===== src/rtl/instruction_fetch_unit_if.sv =====
// Program-memory fetch bus: request/grant issue phase, in-order rvalid response phase.
// Valid/ready semantics: a fetch is issued on the rising edge where PM_Req && PM_Gnt; each
// PM_Rvalid pulse returns exactly one word, in issue order, no earlier than the next cycle.
interface instruction_fetch_unit_if;
  logic        PM_Req;
  logic [31:0] PM_Addr;
  logic        PM_Gnt;
  logic        PM_Rvalid;
  logic [31:0] PM_Rdata;

  modport master (output PM_Req, PM_Addr, input PM_Gnt, PM_Rvalid, PM_Rdata);
  modport slave  (input PM_Req, PM_Addr, output PM_Gnt, PM_Rvalid, PM_Rdata);
endinterface


===== src/rtl/instruction_fetch_unit.sv =====
// IF stage: issues word fetches, queues returned instructions with their PCs and
// presents them to IF/ID, handling ID stall, redirect flush and misaligned-redirect halt.
module instruction_fetch_unit #(
  parameter logic [31:0] RESET_PC    = 32'h0000_0000,
  parameter int          QUEUE_DEPTH = 2,
  parameter logic [31:0] NOP_INSTR   = 32'h0000_0013
) (
  input  logic                             Clk,
  input  logic                             Reset_n,
  input  logic                             Stall_ID,
  input  logic                             Flush,
  input  logic [31:0]                      Redirect_PC,
  instruction_fetch_unit_if.master         pm,
  output logic [31:0]                      Instruction_Fetch_IF_PM,
  output logic [31:0]                      PC_IF,
  output logic                             Valid_IF,
  output logic                             Misaligned_IF,
  output logic [1:0]                       State_Dbg
);
  localparam int AW = $clog2(QUEUE_DEPTH);
  localparam int CW = AW + 1;
  localparam logic [CW:0] DEPTH_S = (CW+1)'(QUEUE_DEPTH);

  typedef enum logic [1:0] {IDLE = 2'd0, FETCH = 2'd1, HALT = 2'd2} state_t;

  state_t        state_q, state_d;
  logic [31:0]   pc_q, pc_d;
  logic [CW-1:0] outst_q, outst_d, drop_q, drop_d;
  logic [AW:0]   q_wp_q, q_wp_d, q_rp_q, q_rp_d;
  logic [AW:0]   af_wp_q, af_wp_d, af_rp_q, af_rp_d;
  logic          misal_q, misal_d;

  logic [31:0]   q_instr_q [QUEUE_DEPTH];
  logic [31:0]   q_pc_q    [QUEUE_DEPTH];
  logic [31:0]   af_q      [QUEUE_DEPTH];

  logic [CW-1:0] occ;
  logic [CW:0]   sum;
  logic          empty, req, issue, rsp_acc, rsp_keep, push, pop, valid;

  always_comb begin
    empty    = (q_wp_q == q_rp_q);
    occ      = q_wp_q - q_rp_q;
    sum      = {1'b0, outst_q} + {1'b0, occ};
    req      = (state_q == FETCH) && !Flush && (sum < DEPTH_S);
    issue    = req && pm.PM_Gnt;
    // A response with nothing outstanding (e.g. one left over from before reset) is ignored.
    rsp_acc  = pm.PM_Rvalid && (outst_q != '0);
    rsp_keep = rsp_acc && (drop_q == '0);
    valid    = !empty && !Flush;
    pop      = valid && !Stall_ID;
    push     = rsp_keep && !Flush;
  end

  always_comb begin
    state_d = state_q;
    pc_d    = pc_q;
    outst_d = outst_q;
    drop_d  = drop_q;
    q_wp_d  = q_wp_q;
    q_rp_d  = q_rp_q;
    af_wp_d = af_wp_q;
    af_rp_d = af_rp_q;
    misal_d = misal_q;
    unique case ({issue, rsp_acc})
      2'b10:   outst_d = outst_q + CW'(1);
      2'b01:   outst_d = outst_q - CW'(1);
      default: outst_d = outst_q;
    endcase
    if (Flush) begin
      // Everything still in flight after this edge belongs to the old path.
      drop_d  = outst_q - CW'(rsp_acc);
      pc_d    = Redirect_PC;
      q_wp_d  = '0;
      q_rp_d  = '0;
      af_wp_d = '0;
      af_rp_d = '0;
      if (Redirect_PC[1:0] != 2'b00) begin
        state_d = HALT;
        misal_d = 1'b1;
      end else begin
        state_d = FETCH;
        misal_d = 1'b0;
      end
    end else begin
      if (rsp_acc && (drop_q != '0)) drop_d = drop_q - CW'(1);
      if (issue) pc_d = pc_q + 32'd4;
      q_wp_d  = q_wp_q + (AW+1)'(push);
      q_rp_d  = q_rp_q + (AW+1)'(pop);
      af_wp_d = af_wp_q + (AW+1)'(issue);
      af_rp_d = af_rp_q + (AW+1)'(rsp_keep);
      if (state_q == IDLE) state_d = FETCH;
    end
  end

  always_ff @(posedge Clk or negedge Reset_n) begin
    if (!Reset_n) begin
      state_q <= IDLE;
      pc_q    <= RESET_PC;
      outst_q <= '0;
      drop_q  <= '0;
      q_wp_q  <= '0;
      q_rp_q  <= '0;
      af_wp_q <= '0;
      af_rp_q <= '0;
      misal_q <= 1'b0;
    end else begin
      state_q <= state_d;
      pc_q    <= pc_d;
      outst_q <= outst_d;
      drop_q  <= drop_d;
      q_wp_q  <= q_wp_d;
      q_rp_q  <= q_rp_d;
      af_wp_q <= af_wp_d;
      af_rp_q <= af_rp_d;
      misal_q <= misal_d;
    end
  end

  // Storage needs no reset: pointers alone define which entries are live.
  always_ff @(posedge Clk) begin
    if (issue) af_q[af_wp_q[AW-1:0]] <= pc_q;
    if (push) begin
      q_instr_q[q_wp_q[AW-1:0]] <= pm.PM_Rdata;
      q_pc_q[q_wp_q[AW-1:0]]    <= af_q[af_rp_q[AW-1:0]];
    end
  end

  assign pm.PM_Req               = req;
  assign pm.PM_Addr              = pc_q;
  assign Valid_IF                = valid;
  assign Instruction_Fetch_IF_PM = valid ? q_instr_q[q_rp_q[AW-1:0]] : NOP_INSTR;
  assign PC_IF                   = empty ? 32'h0 : q_pc_q[q_rp_q[AW-1:0]];
  assign Misaligned_IF           = misal_q;
  assign State_Dbg               = state_q;
endmodule


===== src/flat_wrapper.sv =====
// flat-port wrapper written by rule: the top's interface ports become plain ports
module instruction_fetch_unit_flat 
#(
  parameter logic [31:0] RESET_PC    = 32'h0000_0000,
  parameter int          QUEUE_DEPTH = 2,
  parameter logic [31:0] NOP_INSTR   = 32'h0000_0013
)
  (Clk, Reset_n, Stall_ID, Flush, Redirect_PC, Instruction_Fetch_IF_PM, PC_IF, Valid_IF, Misaligned_IF, State_Dbg, pm_PM_Req, pm_PM_Addr, pm_PM_Gnt, pm_PM_Rvalid, pm_PM_Rdata);
  instruction_fetch_unit_if pm_i ();
  input  logic Clk;
  input  logic Reset_n;
  input  logic Stall_ID;
  input  logic Flush;
  input  logic [31:0] Redirect_PC;
  output logic [31:0] Instruction_Fetch_IF_PM;
  output logic [31:0] PC_IF;
  output logic Valid_IF;
  output logic Misaligned_IF;
  output logic [1:0] State_Dbg;
  output wire logic [$bits(pm_i.PM_Req)-1:0] pm_PM_Req;
  output wire logic [$bits(pm_i.PM_Addr)-1:0] pm_PM_Addr;
  input wire logic [$bits(pm_i.PM_Gnt)-1:0] pm_PM_Gnt;
  input wire logic [$bits(pm_i.PM_Rvalid)-1:0] pm_PM_Rvalid;
  input wire logic [$bits(pm_i.PM_Rdata)-1:0] pm_PM_Rdata;
  assign pm_PM_Req = pm_i.PM_Req;
  assign pm_PM_Addr = pm_i.PM_Addr;
  assign pm_i.PM_Gnt = pm_PM_Gnt;
  assign pm_i.PM_Rvalid = pm_PM_Rvalid;
  assign pm_i.PM_Rdata = pm_PM_Rdata;
  instruction_fetch_unit #(.RESET_PC(RESET_PC), .QUEUE_DEPTH(QUEUE_DEPTH), .NOP_INSTR(NOP_INSTR)) u_core (.Clk(Clk), .Reset_n(Reset_n), .Stall_ID(Stall_ID), .Flush(Flush), .Redirect_PC(Redirect_PC), .pm(pm_i), .Instruction_Fetch_IF_PM(Instruction_Fetch_IF_PM), .PC_IF(PC_IF), .Valid_IF(Valid_IF), .Misaligned_IF(Misaligned_IF), .State_Dbg(State_Dbg));
endmodule

===== config.mk =====
export PLATFORM = sky130hd
export DESIGN_NAME = instruction_fetch_unit_flat
export DESIGN_NICKNAME = d
export VERILOG_FILES = /design/src/rtl/instruction_fetch_unit_if.sv /design/src/rtl/instruction_fetch_unit.sv /design/src/flat_wrapper.sv
export SDC_FILE = /design/constraint.sdc
export NUM_CORES = 1
export LEC_CHECK = 0
export ABC_AREA = 1
export CAP_MARGIN = 0
export CORE_MARGIN = 1.5
export CORE_UTILIZATION = 48
export DETAILED_ROUTE_END_ITERATION = 10
export GPL_TIMING_DRIVEN = 0
export PLACE_DENSITY_LB_ADDON = 0.1
export SYNTH_ARGS = -nofsm -noshare
export SYNTH_HDL_FRONTEND = slang
export SYNTH_SLANG_ARGS = --single-unit

===== constraint.sdc =====
create_clock -name Clk -period 3.25 [get_ports Clk]
set_input_delay 0.65 -clock Clk [delete_from_list [all_inputs] [get_ports Clk]]
set_output_delay 0.65 -clock Clk [all_outputs]
set_load 0.005 [all_outputs]

### After elaboration in Yosys (flattened, before gate mapping)

Memories as Yosys holds them, arrays and structs flattened.
Index checks and enable logic that the tools add are counted.

* add/subtract/negate cells: 11
* magnitude comparators: 1
* reductions and logical operators: 21
* muxes and demuxes: 19
* equality and inequality tests: 4

Operators with widths (count)
* $mux 32: 4
* $add 32x3->32 const B: 1
* $mux 2: 9
* $reduce_bool 2->1: 7
* $logic_and 1x1->1: 9
* $add 2x1->2: 4
* $mux 1: 5
* $eq 2x1->1 const B: 2
* $logic_not 2->1: 2
* $pmux 2 s2: 1
* $sub 2x1->2 const B: 2
* $add 2x2->3: 1
* $logic_not 1->1: 3
* $lt 3x2->1 const B: 1
* $add 2x1->2 const B: 1
* $eq 2x2->1: 1
* $eq 2x2->1 const B: 1
* $sub 2x1->2: 1
* $sub 2x2->2: 1

* logic and storage cells: 68
* memories kept: 3
* bits in registers: 47
* memory bits (writable): 192
* output and inout port bits: 101

Memory list
* u_core.af_q: words 2, width 32, rd ports 1, clocked after Yosys merged registers in 0, wr ports 1, RTL line instruction_fetch_unit.sv:35 `logic [31:0] af_q [QUEUE_DEPTH];`
* u_core.q_instr_q: words 2, width 32, rd ports 1, clocked after Yosys merged registers in 0, wr ports 1, RTL line instruction_fetch_unit.sv:33 `logic [31:0] q_instr_q [QUEUE_DEPTH];`
* u_core.q_pc_q: words 2, width 32, rd ports 1, clocked after Yosys merged registers in 0, wr ports 1, RTL line instruction_fetch_unit.sv:34 `logic [31:0] q_pc_q [QUEUE_DEPTH];`

### Longest topological paths before layout

Gate-level depths: netlist of run 1.

* word-level depth: 7
* depth in mapped cells: 12
* gate-level depth less buffers: 11

### Least setup slack after synthesis of run 1

Ideal clock, no wire load.

* path kind: register to register
* start point: register u_core.q_rp_q[0]
* end point: memory u_core.af_q[1][0] (enable)
* library setup time: 0.392 ns
* data arrival time: 2.938 ns
* path buffers: 1
* period minus slack after synthesis: 3.331 ns
* setup slack: -0.081 ns
* data required time: 2.858 ns
* cell stages (with the launch flop): 10
* path through: dfrtp_1 -> ha_1 -> or2_2 -> fa_1 -> nand3_1 -> nor3_4 -> nand2_4 -> inv_2 -> buf_4 -> ha_1

* cells in the longest elaborated chain, start to end: 7

Ends and longest elaborated chain
* from (decl): RTL line instruction_fetch_unit.sv:29 `logic [AW:0] q_wp_q, q_wp_d, q_rp_q, q_rp_d;`
* from (signal assigned): RTL line instruction_fetch_unit.sv:113 `q_rp_q <= q_rp_d;`
* $sub 2x2->2: RTL line instruction_fetch_unit.sv:43 `occ = q_wp_q - q_rp_q;`
* $add 2x2->3: RTL line instruction_fetch_unit.sv:44 `sum = {1'b0, outst_q} + {1'b0, occ};`
* $lt 3x2->1: RTL line instruction_fetch_unit.sv:45 `req = (state_q == FETCH) && !Flush && (sum < DEPTH_S);`
* $logic_and 1x1->1: RTL line instruction_fetch_unit.sv:45
* net pm_PM_Req: RTL line flat_wrapper.sv:20 `output wire logic [$bits(pm_i.PM_Req)-1:0] pm_PM_Req;`
* $logic_and 1x1->1: RTL line instruction_fetch_unit.sv:46 `issue = req && pm.PM_Gnt;`
* $mux 1: RTL line instruction_fetch_unit.sv:122 `if (issue) af_q[af_wp_q[AW-1:0]] <= pc_q;`
* $mux 1 (not written as such): RTL line instruction_fetch_unit.sv:122
* to (decl): RTL line instruction_fetch_unit.sv:35

The timed path passes the listed nets, and every way through them passes these cells.

### Final worst setup path of run 1

* start point: register u_core.q_rp_q[0]
* end point: output Instruction_Fetch_IF_PM[21]

* cells in the longest elaborated chain, start to end: 4
* elaborated cells between the ends (all ways): 5
* classes of those cells: eq/ne (1); mux (1); reduce/logical (2); memory (1)

Ends and longest elaborated chain
* $eq 2x2->1: RTL line instruction_fetch_unit.sv:42 `empty = (q_wp_q == q_rp_q);`
* $logic_not 1->1: RTL line instruction_fetch_unit.sv:50 `valid = !empty && !Flush;`
* $logic_and 1x1->1: RTL line instruction_fetch_unit.sv:50
* $mux 32 (*): RTL line instruction_fetch_unit.sv:132 `assign Instruction_Fetch_IF_PM = valid ? q_instr_q[q_rp_q[AW-1:0]] : NOP_INSTR;`
* to (decl): RTL line flat_wrapper.sv:15 `output logic [31:0] Instruction_Fetch_IF_PM;`

Mark *: on every way between the ends. The rest lies on a longest branch, timed or not.

==> impl_metrics.py, run 1 <==
metrics = {
    "sta": {
        "hold_viol": 0,
        "rsz0062_at_grt": "yes",
        "slew_viol_final": 0,
        "worst_slew_pin_slew_ns": 0.916,
        "finalCritPeriodShare_pct": 96.0,
        "maxSlewHeadroom_pct": 39.0,
        "setup_slack_ns": 0.130,
        "setup_viol": 0,
        "skew_ns": 0.0109,
        "fin_crit_ns": 3.12,
        "fmax_mhz": 321,
        "tns_ns": 0,
    },
    "job": {
        "drv_cap": 0,
    },
    "power": {
        "ir_worst_vdd_mv": 0.314,
        "powerDensity_nw_per_um2": 592,
        "power.total_w": 0.00795,
        "p_leak_nw": 5.57,
    },
    "placed_design": {
        "dp.cells": 1474,
        "gp_congestion": 0.854,
        "dpl.hpwl_um": 15900,
        "pre_cts_ws_ns": -0.282,
        "portBuffers": 170,
    },
    "synth": {
        "synth_seq_cells": 237,
        "yosys-top-cells-area": "edfxtp_1 56%, nand2_1 17%, dfrtp_1 11%",
        "yosys-mux-area-fraction_pct": 0,
        "synthDominantCellAreaShare_pct": 55.9,
        "yosys.area.top_type": "edfxtp_1",
        "synth_xor_area_share_pct": 1.10,
        "synth_compound_area_share_pct": 2.57,
        "synthCells": 1027,
        "synth.distinct_cells": 28,
        "synth_nets": 1108,
        "mappedNetlistArea_um2": 10300,
        "synth-seq-area-share_pct": 66.8,
        "syn_avg_cell_area_um2": 10.0,
        "ys_warn_count": 0,
        "yosys.area_share.simple_pct": 23.2,
        "synth_top_family_by_area": "simple AND/OR/NAND/NOR gates",
        "synth_fa_ha_area_share_pct": 1.41,
    },
    "worst_setup_path": {
        "cp_top_family": "buffers and inverters",
        "cp.buffers_inverters": 4,
        "max_stage_delay_ns": 0.52,
        "r2r.worst_path.cells": 12,
        "rr_endpoint": "u_core.outst_q[1]$_DFFE_PN0P_",
        "path_cells": "buf_4 > inv_2 > clkbuf_1 > nand2_1 > a21oi_1 > clkdlybuf4s50_1",
        "r2r_start": "u_core.q_rp_q[0]$_DFF_PN0_",
        "crit_path_end": "Instruction_Fetch_IF_PM[21]",
        "crit_start": "u_core.q_rp_q[0]$_DFF_PN0_",
        "cp_slowest_cell": "clkdlybuf4s50_1",
        "reg2reg_slack_ns": 0.16,
        "arrival_ns": 2.47,
        "end_kind": "output pin",
        "critPathKind": "flip-flop to output pin",
        "cp.depth": 6,
        "start_kind": "flip-flop",
        "worstPathMaxFanout": 10,
        "crit_required_ns": 2.60,
    },
    "floorplanning": {
        "fp-row-count": 53,
        "die_w_um": 150,
        "ios": 171,
        "initial_core_util_pct": 48.9,
        "dieArea_um2": 22400,
        "core_area_um2": 21100,
        "die_h_um": 150,
    },
    "finish": {
        "insertedDiodeCount": 0,
        "final-instance-count-excl-fill": 1526,
        "fin_nets": 1314,
        "areaGrowthSynthToFinish_pct": 30.3,
        "drive_gt1_share_pct": 7.83,
    },
    "clock_network": {
        "tritoncts": "yes",
        "clk-insertion-delay-late_ns": 0.50,
        "cts-root-buf": "clkbuf_16",
        "clk_path_buf_depth": 3,
        "path_clk_slew_ns": 0.06,
        "numCtsBuffers": 25,
        "htree_levels": 1,
        "clkSinkCount": 237,
    },
    "detailed_routing": {
        "ant_nets": 0,
        "drc": 0,
        "avgRoutedWirePerCell_um": 15.3,
        "vias_per_cell": 4.88,
        "wirelength_um": 23300,
        "vias": 7446,
        "first_pass_iters": 5,
        "drt_iter0_drc": 445,
    },
    "global_routing": {
        "antenna_found_initial": 0,
        "grt_overflow": 0,
        "grt_pass1_wl_um": 36300,
        "grt_pass1_vias": 6905,
        "grt_max_degree": 65,
        "track_usage_pct": 21.0,
    },
    "outcome": {
        "outcome": "finished, final reports clean",
    },
    "worst_hold_path": {
        "hold_class": "flip-flop to flip-flop",
    },
}
## what timing repair did
item,CTS,global route
setup buffers,3,4
endpoints found under the setup margin,94,114
hold buffers,1,0
pin swaps,1,2
hold endpoints to repair,3,0
resized for setup,8,12
## flip-flops by register name, indices dropped and copies added, names as in the netlist
| name | flops |
|---|---|
| u_core.af_wp_q | 1 |
| u_core.q_pc_q | 64 |
| u_core.Misaligned_IF | 1 |
| u_core.outst_q | 2 |
| u_core.af_q | 64 |
| u_core.State_Dbg | 2 |
| u_core.drop_q | 2 |
| u_core.q_rp_q | 2 |
| u_core.af_rp_q | 1 |
| u_core.q_instr_q | 64 |
| u_core.q_wp_q | 2 |
| u_core.pm.PM_Addr | 32 |
## where the power goes
group          internal, W  switching, W  total [W]
logic             0.000584      0.000725    0.00131
clock network      0.00182       0.00110    0.00291
registers          0.00357      0.000168    0.00373
## placed cells by master, fill, tap and decap left out, types with 7 or more instances in the layout
| cell | n |
|---|---|
| a21oi_1 | 32 |
| buf_2 | 16 |
| buf_4 | 7 |
| clkbuf_1 | 22 |
| clkbuf_16 | 26 |
| clkdlybuf4s50_1 | 168 |
| clkinv_1 | 11 |
| dfrtp_1 | 44 |
| edfxtp_1 | 192 |
| inv_1 | 75 |
| nand2_1 | 454 |
| nand3_1 | 78 |
| nor2_1 | 38 |
| o21ai_0 | 8 |
| o21bai_1 | 7 |
| xnor2_1 | 8 |
## how the worst min path moves through the flow
stage | startpoint | endpoint | slack (ns) | cells past startpoint
CTS | u_core.Misaligned_IF$_DFFE_PN0P_ | u_core.Misaligned_IF$_DFFE_PN0P_ | 0.50 | 2
global placement | u_core.q_rp_q[1]$_DFF_PN0_ | u_core.q_rp_q[1]$_DFF_PN0_ | 0.47 | 1
detailed placement | u_core.Misaligned_IF$_DFFE_PN0P_ | u_core.Misaligned_IF$_DFFE_PN0P_ | 0.48 | 2
floorplan | Reset_n | u_core.Misaligned_IF$_DFFE_PN0P_ | 0.35 | 0
global route | u_core.q_rp_q[1]$_DFF_PN0_ | u_core.q_rp_q[1]$_DFF_PN0_ | 0.53 | 1
finish | u_core.Misaligned_IF$_DFFE_PN0P_ | u_core.Misaligned_IF$_DFFE_PN0P_ | 0.49 | 2
## tightest hold or removal path, stage by stage (launching register included)
cell	delay, ns
dfrtp_1	0.35
nand2_1	0.06
nand2_1	0.05
## cells by family after synthesis
group / after synthesis
AND/OR/NAND/NOR: 590
flip-flops: 237
buffers and inverters: 127
AO/OA/AOI/OAI: 49
XOR/XNOR: 13
adder cells (fa/ha/maj): 11
## routing by layer
metal / vias up / part of all wire, % / GRT usage (%)
li1: 3756 / - / -
met3: 38 / 6.9 / 3.35
met5: - / 0 / 0
met2: 239 / 47 / 34.5
met1: 3413 / 44 / 28.8
met4: 0 / 2.0 / 6.49
## layout make-up
| cell class | instances | area, um2 |
|---|---|---|
| clock buffer | 31 | 648 |
| buffer | 38 | 180 |
| tap | 275 | 344 |
| inverter | 88 | 333 |
| multi-input combinational | 663 | 2990 |
| sequential | 237 | 6890 |
| timing repair buffer | 180 | 1850 |
| clock inverter | 14 | 203 |
| fill | 1721 | 7640 |
## synth_stat cells
master and count:
dfrtp_1 45, buf_4 3, buf_2 17, clkinv_1 9
nor3_4 1, o211ai_1 1, xnor2_1 8, o21ai_1 1
a21oi_1 32, or2_2 2, ha_1 10, clkbuf_1 19
fa_1 1, xor2_1 5, and2_1 1, o21bai_1 7
inv_1 76, nor2_2 4, nor2_1 38, o21ai_0 8
nand2_4 2, nand2_2 2, nand2_1 456, edfxtp_1 192
inv_2 3, nand3_1 79, nor2_4 4, nor3_1 1
## metrics by stage
step                      utilization, %  hold slack [ns]  cell area (um2)
after floorplan                        -            0.354            10300
final                               63.8            0.491            13400
after detailed placement            59.0            0.476            12400
after global placement              58.6            0.469            12400
after global routing                63.8            0.528            13400
after CTS                           63.3            0.499            13400
(Power assumes the default switching activity.)
==> inputs of run 2 (changes only) <==
--- a/config.mk
+++ b/config.mk
@@ -7,5 +7,5 @@
 export LEC_CHECK = 0
 export ABC_AREA = 1
-export CAP_MARGIN = 0
+export CAP_MARGIN = 10
 export CORE_MARGIN = 1.5
 export CORE_UTILIZATION = 48
==> constraint.sdc (replaced) <==
create_clock -name Clk -period 3.25 [get_ports Clk]
set_input_delay 0.65 -clock Clk [delete_from_list [all_inputs] [get_ports Clk]]
set_output_delay 0.65 -clock Clk [all_outputs]
set_load 0.1 [all_outputs]
==> impl_metrics.py, run 2 (synthesis results as in run 1) <==
metrics = {
    "finish": {
        "final_common_cell": "nand2_1",
        "insertedDiodeCount": 0,
        "stdcell_area_um2": 13300,
        "areaGrowthSynthToFinish_pct": 29.2,
        "layout_common_cells": "456 x nand2_1, 192 x edfxtp_1, 103 x clkdlybuf4s50_1",
        "final-instance-count-excl-fill": 1525,
        "fin_nets": 1313,
        "drive_gt1_share_pct": 12.4,
    },
    "sta": {
        "maxSlewHeadroom_pct": 33.3,
        "slew_viol_final": 0,
        "fmax_mhz": 314,
        "worst_slew_pin_slew_ns": 0.997,
        "finalCritPeriodShare_pct": 97.9,
        "rsz0062_at_grt": "yes",
        "setup_viol": 0,
        "hold_viol": 0,
        "setup_slack_ns": 0.0682,
        "fin_crit_ns": 3.18,
        "skew_ns": 0.0108,
    },
    "clock_network": {
        "tritoncts": "yes",
        "path_clk_slew_ns": 0.06,
        "cts-root-buf": "clkbuf_16",
        "clkSinkCount": 237,
        "clk-insertion-delay-late_ns": 0.51,
        "clk_path_buf_depth": 3,
        "htree_levels": 1,
        "numCtsBuffers": 25,
    },
    "worst_setup_path": {
        "cp_top_family": "adder cells",
        "r2r.worst_path.cells": 12,
        "start_kind": "flip-flop",
        "cp.buffers_inverters": 2,
        "end_kind": "output pin",
        "reg2reg_slack_ns": 0.22,
        "arrival_ns": 2.53,
        "crit_required_ns": 2.60,
        "critPathKind": "flip-flop to output pin",
        "cp_slowest_cell": "fa_1",
        "rr_endpoint": "u_core.af_q[1][21]$_DFFE_PP_",
        "worstPathMaxFanout": 2,
        "max_stage_delay_ns": 0.50,
        "r2r_start": "u_core.q_wp_q[0]$_DFF_PN0_",
        "path_cells": "inv_2 > ha_4 > or2_4 > fa_1 > nand3_2 > nor3_4 > buf_12",
    },
    "worst_hold_path": {
        "worstHoldStart": "u_core.Misaligned_IF$_DFFE_PN0P_",
        "min_to": "u_core.Misaligned_IF$_DFFE_PN0P_",
        "hold_class": "flip-flop to flip-flop",
        "whs_path_depth": 2,
    },
    "outcome": {
        "outcome": "finished, final reports clean",
    },
    "floorplanning": {
        "core_area_um2": 21100,
        "fp-row-count": 53,
        "die_w_um": 150,
        "die_h_um": 150,
        "ios": 171,
        "initial_core_util_pct": 48.9,
        "dieArea_um2": 22400,
    },
    "detailed_routing": {
        "first_pass_iters": 4,
        "wirelength_um": 22800,
        "vias": 7405,
        "drc": 0,
        "drt_iter0_drc": 469,
        "ant_nets": 0,
        "avgRoutedWirePerCell_um": 14.9,
        "vias_per_cell": 4.86,
    },
    "global_routing": {
        "grt_pass1_wl_um": 35900,
        "antenna_found_initial": 0,
        "grt_pass1_vias": 7157,
        "track_usage_pct": 20.8,
        "grt_overflow": 0,
        "grt_max_degree": 66,
    },
    "power": {
        "p_leak_nw": 5.58,
        "powerDensity_nw_per_um2": 651,
        "ir_worst_vdd_mv": 0.336,
    },
    "placed_design": {
        "dp.cells": 1473,
        "dpl.hpwl_um": 15500,
        "pre_cts_ws_ns": -0.686,
        "gp_congestion": 0.839,
        "portBuffers": 170,
        "place_area_um2": 12500,
    },
    "job": {
        "drv_cap": 0,
    },
}
[run 2: metal layers]
layer  wire, um  track usage, %  share of wire [%]
met4        590            6.83                2.6
met3       1770            4.24                7.8
met1       9850            27.3                 43
met2      10600            34.5                 46
met5          0               0                  0
[run 2: area by class of cell]
type | instances | area (um2)
buffer | 39 | 190
fill | 1714 | 7760
multi-input combinational | 663 | 3010
inverter | 88 | 330
timing repair buffer | 178 | 1790
tap | 275 | 344
clock inverter | 6 | 60.1
clock buffer | 39 | 708
sequential | 237 | 6890
[run 2: worst max-delay path by stage]
stage                                           from                           endpoint  slack, ns  depth (start not counted)
after floorplan           u_core.q_rp_q[0]$_DFF_PN0_        u_core.af_q[0][0]$_DFFE_PP_      -0.33                          9
after global placement                         Flush  u_core.q_instr_q[1][27]$_DFFE_PP_      -1.34                          4
after detailed placement                       Flush         Instruction_Fetch_IF_PM[6]      -0.69                          7
after CTS                 u_core.q_wp_q[0]$_DFF_PN0_                          pm_PM_Req      -0.03                          7
after global routing      u_core.q_rp_q[0]$_DFF_PN0_                          pm_PM_Req     -0.002                          6
final                     u_core.q_wp_q[0]$_DFF_PN0_                          pm_PM_Req       0.07                          7
[run 2: tightest hold or removal path, stage by stage (launching register included)]
cell	delay (ns)
dfrtp_1	0.35
nand2_1	0.05
nand2_1	0.05
[run 2: per-stage QoR]
step	TNS [ns]	power [W]	hold slack (ns)	utilization (%)
floorplan	-21.23	0.00545	0.354	-
global placement	-190.88	0.00607	0.471	58.9
detailed placement	-22.40	0.00610	0.466	59.1
CTS	-0.0280	0.00873	0.492	62.8
global route	-0.00158	0.00904	0.528	63.2
finish	0	0.00868	0.489	63.2
[run 2: what timing repair did]
action                                  CTS  global route
resized for setup                       268            27
buffers inserted                          4             2
pin swaps                                 5             1
gates cloned                              0             0
endpoints found under the hold margin     8             0
endpoints found under the setup margin  130            33
hold buffers                              1             0
[run 2: report_power, final]
group | internal, W | total, W | leakage (nW) | switching (W)
registers | 0.00357 | 0.00373 | 2.29 | 0.000166
clock network | 0.00157 | 0.00265 | 0.371 | 0.00108
logic | 0.000564 | 0.00229 | 2.92 | 0.00173
total | 0.00570 | 0.00868 | 5.58 | 0.00297
